$ cat src/rtl/rv_encode_pkg.sv
// Shared RV32I encoding constants: command classes, opcodes, funct fields and
// the ALU control codes also used by the single-cycle decoder.
package rv_encode_pkg;

  typedef enum logic [2:0] {
    CLS_LW  = 3'b000,
    CLS_SW  = 3'b001,
    CLS_R   = 3'b010,
    CLS_I   = 3'b011,
    CLS_BEQ = 3'b100,
    CLS_JAL = 3'b101
  } cls_e;

  typedef enum logic [2:0] {
    ALU_ADD = 3'b000,
    ALU_SUB = 3'b001,
    ALU_AND = 3'b010,
    ALU_OR  = 3'b011,
    ALU_SLT = 3'b101
  } alu_e;

  localparam logic [6:0] OP_LOAD   = 7'b0000011;
  localparam logic [6:0] OP_STORE  = 7'b0100011;
  localparam logic [6:0] OP_R      = 7'b0110011;
  localparam logic [6:0] OP_I      = 7'b0010011;
  localparam logic [6:0] OP_BRANCH = 7'b1100011;
  localparam logic [6:0] OP_JAL    = 7'b1101111;

  localparam logic [2:0] F3_WORD = 3'b010;
  localparam logic [2:0] F3_BEQ  = 3'b000;
  localparam logic [2:0] F3_ADD  = 3'b000;
  localparam logic [2:0] F3_SLT  = 3'b010;
  localparam logic [2:0] F3_OR   = 3'b110;
  localparam logic [2:0] F3_AND  = 3'b111;

  localparam logic [6:0] F7_ZERO = 7'b0000000;
  localparam logic [6:0] F7_SUB  = 7'b0100000;

  function automatic logic alu_legal(input logic [2:0] alu);
    case (alu)
      ALU_ADD, ALU_SUB, ALU_AND, ALU_OR, ALU_SLT: alu_legal = 1'b1;
      default:                                    alu_legal = 1'b0;
    endcase
  endfunction

  // add and sub share funct3; funct7 tells them apart on R-type.
  function automatic logic [2:0] alu_funct3(input logic [2:0] alu);
    case (alu)
      ALU_SLT: alu_funct3 = F3_SLT;
      ALU_OR:  alu_funct3 = F3_OR;
      ALU_AND: alu_funct3 = F3_AND;
      default: alu_funct3 = F3_ADD;
    endcase
  endfunction

endpackage

$ cat src/rtl/instr_fifo.sv
// Synchronous DEPTH x W FIFO with occupancy count; head word reads as zero when empty.
// Push ignored when full, pop ignored when empty; no bypass through a full FIFO.
module instr_fifo #(
  parameter int unsigned DEPTH = 4,
  parameter int unsigned W     = 32
) (
  input  logic                     clk,
  input  logic                     reset,
  input  logic                     push,
  input  logic [W-1:0]             push_data,
  input  logic                     pop,
  output logic [W-1:0]             pop_data,
  output logic [$clog2(DEPTH):0]   count,
  output logic                     full,
  output logic                     empty
);

  localparam int unsigned AW = $clog2(DEPTH);

  logic [W-1:0]  mem [DEPTH];
  logic [AW-1:0] wr_ptr;
  logic [AW-1:0] rd_ptr;
  logic          do_push;
  logic          do_pop;

  assign full     = (count == (AW+1)'(DEPTH));
  assign empty    = (count == '0);
  assign do_push  = push & ~full;
  assign do_pop   = pop & ~empty;
  assign pop_data = empty ? '0 : mem[rd_ptr];

  always_ff @(posedge clk) begin
    if (do_push) mem[wr_ptr] <= push_data;
  end

  always_ff @(posedge clk or posedge reset) begin
    if (reset) begin
      wr_ptr <= '0;
      rd_ptr <= '0;
      count  <= '0;
    end else begin
      if (do_push) wr_ptr <= wr_ptr + AW'(1);
      if (do_pop)  rd_ptr <= rd_ptr + AW'(1);
      case ({do_push, do_pop})
        2'b10:   count <= count + (AW+1)'(1);
        2'b01:   count <= count - (AW+1)'(1);
        default: count <= count;
      endcase
    end
  end

endmodule

$ cat src/rtl/rv_instr_encoder.sv
// Packs field-level commands into RV32I words, buffered and emitted with a running byte address;
// one-cycle latency through an empty FIFO, in_ready low while full. RV_ENC_RANGE_CHECK_EN adds err_range.
module rv_instr_encoder
  import rv_encode_pkg::*;
#(
  parameter int unsigned          DEPTH     = 4,
  parameter int unsigned          ADDR_W    = 32,
  parameter logic [ADDR_W-1:0]    BASE_ADDR = '0
) (
  input  logic                    clk,
  input  logic                    reset,
  input  logic                    in_valid,
  output logic                    in_ready,
  input  logic [2:0]              in_class,
  input  logic [2:0]              in_alu,
  input  logic [4:0]              in_rd,
  input  logic [4:0]              in_rs1,
  input  logic [4:0]              in_rs2,
  input  logic [31:0]             in_imm,
  output logic                    out_valid,
  input  logic                    out_ready,
  output logic [31:0]             out_instr,
  output logic [ADDR_W-1:0]       out_addr,
  output logic [$clog2(DEPTH):0]  count,
`ifdef RV_ENC_RANGE_CHECK_EN
  output logic                    err_range,
`endif
  output logic                    err_illegal,
  input  logic                    clr_err
);

  logic [31:0] instr;
  logic [2:0]  f3;
  logic [6:0]  f7;
  logic        illegal;
  logic        range_bad;
  logic        accept;
  logic        push;
  logic        pop;
  logic        full;
  logic        empty;

  assign f3 = alu_funct3(in_alu);
  assign f7 = (in_alu == ALU_SUB) ? F7_SUB : F7_ZERO;

  always_comb begin
    instr   = '0;
    illegal = 1'b0;
    case (in_class)
      CLS_LW:  instr = {in_imm[11:0], in_rs1, F3_WORD, in_rd, OP_LOAD};
      CLS_SW:  instr = {in_imm[11:5], in_rs2, in_rs1, F3_WORD, in_imm[4:0], OP_STORE};
      CLS_R: begin
        instr   = {f7, in_rs2, in_rs1, f3, in_rd, OP_R};
        illegal = ~alu_legal(in_alu);
      end
      CLS_I: begin
        // There is no subi; an immediate subtract must come in as add of -imm.
        instr   = {in_imm[11:0], in_rs1, f3, in_rd, OP_I};
        illegal = ~alu_legal(in_alu) | (in_alu == ALU_SUB);
      end
      CLS_BEQ: instr = {in_imm[12], in_imm[10:5], in_rs2, in_rs1, F3_BEQ,
                        in_imm[4:1], in_imm[11], OP_BRANCH};
      CLS_JAL: instr = {in_imm[20], in_imm[10:1], in_imm[11], in_imm[19:12],
                        in_rd, OP_JAL};
      default: illegal = 1'b1;
    endcase
  end

`ifdef RV_ENC_RANGE_CHECK_EN
  logic signed [31:0] simm;
  assign simm = in_imm;

  always_comb begin
    range_bad = 1'b0;
    case (in_class)
      CLS_LW, CLS_SW, CLS_I:
        range_bad = (simm > 32'sd2047) || (simm < -32'sd2048);
      CLS_BEQ:
        range_bad = (simm > 32'sd4094) || (simm < -32'sd4096) || in_imm[0];
      CLS_JAL:
        range_bad = (simm > 32'sd1048574) || (simm < -32'sd1048576) || in_imm[0];
      default: range_bad = 1'b0;
    endcase
  end

  always_ff @(posedge clk or posedge reset) begin
    if (reset)                              err_range <= 1'b0;
    else if (accept & range_bad & ~illegal) err_range <= 1'b1;
    else if (clr_err)                       err_range <= 1'b0;
  end
`else
  logic unused_imm_hi;
  assign range_bad     = 1'b0;
  assign unused_imm_hi = ^in_imm[31:21];
`endif

  assign in_ready  = ~full;
  assign accept    = in_valid & in_ready;
  assign push      = accept & ~illegal & ~range_bad;
  assign out_valid = ~empty;
  assign pop       = out_valid & out_ready;

  instr_fifo #(
    .DEPTH (DEPTH),
    .W     (32)
  ) u_fifo (
    .clk       (clk),
    .reset     (reset),
    .push      (push),
    .push_data (instr),
    .pop       (pop),
    .pop_data  (out_instr),
    .count     (count),
    .full      (full),
    .empty     (empty)
  );

  always_ff @(posedge clk or posedge reset) begin
    if (reset)                  err_illegal <= 1'b0;
    else if (accept & illegal)  err_illegal <= 1'b1;
    else if (clr_err)           err_illegal <= 1'b0;
  end

  // out_addr tracks the head entry, so only pops move it.
  always_ff @(posedge clk or posedge reset) begin
    if (reset)    out_addr <= BASE_ADDR;
    else if (pop) out_addr <= out_addr + ADDR_W'(4);
  end

endmodule

$ cat config.mk
export PLATFORM = sky130hd
export DESIGN_NAME = rv_instr_encoder
export DESIGN_NICKNAME = d
export VERILOG_FILES = /design/src/rtl/rv_encode_pkg.sv /design/src/rtl/instr_fifo.sv /design/src/rtl/rv_instr_encoder.sv
export SDC_FILE = /design/constraint.sdc
export NUM_CORES = 1
export LEC_CHECK = 0
export BUFFER_PORTS_ARGS = -buffer_cell sky130_fd_sc_hd__buf_4
export CAP_MARGIN = 20
export CELL_PAD_IN_SITES_DETAIL_PLACEMENT = 0
export CELL_PAD_IN_SITES_GLOBAL_PLACEMENT = 1
export CORE_ASPECT_RATIO = 1.75
export CORE_MARGIN = 2
export CORE_UTILIZATION = 38
export DETAILED_ROUTE_END_ITERATION = 10
export PLACE_DENSITY_LB_ADDON = 0.1
export SLEW_MARGIN = 20
export SYNTH_ARGS = -nofsm -noshare
export SYNTH_HDL_FRONTEND = slang
export SYNTH_SLANG_ARGS = --single-unit
$ cat constraint.sdc
create_clock -name clk -period 3.46 [get_ports clk]
set_input_delay 0.346 -clock clk [delete_from_list [all_inputs] [get_ports clk]]
set_output_delay 0.346 -clock clk [all_outputs]
set_load 0.02 [all_outputs]
==> out/metrics.cfg <==
[floorplanning]
fp.coreArea_mm2=0.01805
die_h_um=183.8
ioPinCount=128
chipWidth_um=106.8
rows=65
start_util_pct=38.90
die-area_mm2=0.01963

[job]
cap_violations=0

[synth]
ys.flop_type=edfxtp_1
netlist_instances=460
synth_top_area_share_pct=51.31
ys_types=45
yosysTopAreaCell=edfxtp_1
yosysWarnings=0
synth-seq-cells=158
synth_seq_area_share_pct=64.85
ys_top_cells_by_area=edfxtp_1 (51%), dfrtp_1 (14%), mux4_2 (9.6%)
synthArstFlopShare_pct=24.05
avgSynthCellArea_um2=15.27
synth_edf_count=120
syn-cell-area_mm2=0.007023

[clock_tree]
clockBufferDepth=2
cts_tree=built
ctsResizeCount=0
clk-insertion-delay-late_ns=0.41
hold_buffers=0
cts_setup_buffers=0
htree_num_levels=4
path_clk_slew_ns=0.06
cts_sinks=158
cts-buffers-inserted=17
cts_root_buffer=clkbuf_16

[timing]
rsz0062_at_grt=no
fin_crit_ns=2.618
tightest_slew_ns=0.9548
drv_slew=0
tns_ns=0
fmax_mhz=382.0
final-hold-violation-count=0
max_slew_margin_pct=36.00
finalCritPeriodShare_pct=75.67
fin_skew_ns=0.007840
setup_violations=0

[cells_and_area]
area.growth.synth_to_final_pct=24.60
fin_area_mm2=0.008751
drive_gt1_share_pct=32.72
final_cell_mix=buf_4 (122), edfxtp_1 (120), dfrtp_1 (37)
layout_commonest_cell=buf_4
post-route-util_pct=48.47
fin_nets=645
n_antenna_cell=0
final_cell_count_no_fill=827

[power]
p_leak_nw=3.417
power_density_mw_per_mm2=776.1
peakVddDrop_uv=376.9
total_power_mw=6.791

[setup_path]
critical_path.max_fanout=13
arrival_ns=2.27
worstSetupEndpointType=output pin
worstSetupPathType=flop to output pin
required_ns=3.11
critPathLaunchType=flop

[routing]
num_vias=4222
drt-initial-drc-count=147
routed_via_density=5.105
drc=0
dr.pass1.iters=4
drtAntennaViolNets=0
wl_per_cell_um=18.90
routed_wl_mm=15.63

[place]
place_area_mm2=0.008144
hpwl_mm=10.76
post-place-cells=795
port_buffers=114
gp_congestion=0.7510

[global_routing]
grt_pass1_wl_mm=24.47
grt_usage_pct=16.70
antenna_found_initial=0
grt_pass1_vias=4367
grt_start_max_net_pins=32
grt_overflow=0

[status]
status=completed

[hold_path]
hold_class=primary input to async pin

[per-stage QoR]
| stage | hold slack, ns | setup WS, ns |
|---|---|---|
| final | 0.03848 | 0.8419 |
| after global placement | 0.4646 | 0.9277 |
| after floorplan | 0.4546 | 1.111 |
| after global routing | 0.07033 | 0.6627 |
| after CTS | 0.05035 | 0.7065 |
| after detailed placement | 0.4731 | 0.8822 |
[worst max-delay path, cell delays in order, from the launching register on]
cell	delay, ns
dfrtp_2	0.64
buf_4	0.34
mux4_2	0.57
nor2b_1	0.16
buf_4	0.16
[logic make-up after synthesis]
kind of cell / share of synthesized area, %
DFF: 64.85
and+or+nand+nor: 10.28
muxes: 12.22
buffers and inverters: 2.975
AOI/OAI and AO/OA: 3.652
xor gates and xnor gates: 4.614
adders and majority gates: 1.354
other: 0.05340
[cell usage after synthesis, types with 2 or more instances]
| cell | n |
|---|---|
| buf_4 | 6 |
| o21ai_0 | 7 |
| nor3_1 | 3 |
| dfrtp_1 | 38 |
| buf_2 | 8 |
| inv_1 | 18 |
| buf_6 | 2 |
| ha_1 | 6 |
| clkbuf_1 | 6 |
| xor2_1 | 7 |
| edfxtp_1 | 120 |
| and3_1 | 2 |
| a22oi_1 | 5 |
| mux2i_1 | 16 |
| nor2b_1 | 33 |
| nand3_1 | 12 |
| mux4_2 | 30 |
| nand4_1 | 14 |
| o2bb2ai_1 | 2 |
| a21oi_1 | 9 |
| o22ai_1 | 12 |
| nand2_1 | 24 |
| nor2_1 | 13 |
| buf_1 | 2 |
| nor4_1 | 2 |
| xnor2_1 | 30 |
| and2_1 | 14 |
| nor3_2 | 2 |
[registers in the layout, summed over array words and instances, names as in the netlist]
name / cells
u_fifo.rd_ptr: 2
u_fifo.wr_ptr: 2
u_fifo.mem: 120
out_addr: 30
err_illegal: 1
u_fifo.count: 3
[layout make-up]
cell class | instances | area (um^2)
fillers | 1646 | 9304
flip-flops and latches | 158 | 4556
multi-input cells | 260 | 2268
repair buffers | 124 | 955.9
clock buffers | 25 | 539.3
well taps | 234 | 292.8
inverters | 19 | 71.32
clock inverters | 7 | 67.56
[metal layers]
layer | part of all wire (%) | track usage [%]
met4 | 1.0 | 5.143
met5 | 0 | 0
met1 | 40 | 19.23
met3 | 3.5 | 3.758
met2 | 55 | 30.52
[final timing paths]
check                                             startpoint                           end  slack [ns]  cells past startpoint
worst max-delay path            u_fifo.rd_ptr[0]$_DFFE_PP0P_                  out_instr[4]        0.84                      4
worst min-delay path                                   reset      out_addr[31]$_DFFE_PP0P_        0.04                      2
worst max register to register   u_fifo.count[0]$_DFFE_PP0P_   u_fifo.count[2]$_DFFE_PP0P_        1.16                     10
worst min register to register      out_addr[31]$_DFFE_PP0P_      out_addr[31]$_DFFE_PP0P_        0.48                      1
max in group asynchronous                              reset  u_fifo.wr_ptr[1]$_DFFE_PP0P_        2.66                      3
min in group clk                                     clr_err       err_illegal$_DFFE_PP0P_        0.12                      2
[report_power, final]
group	total, mW	switching [mW]	internal (mW)
Combinational	2.37	1.28	1.10
Sequential	2.54	0.180	2.36
Clock	1.88	0.721	1.16
No activity file was read; power rests on OpenSTA's default activity.
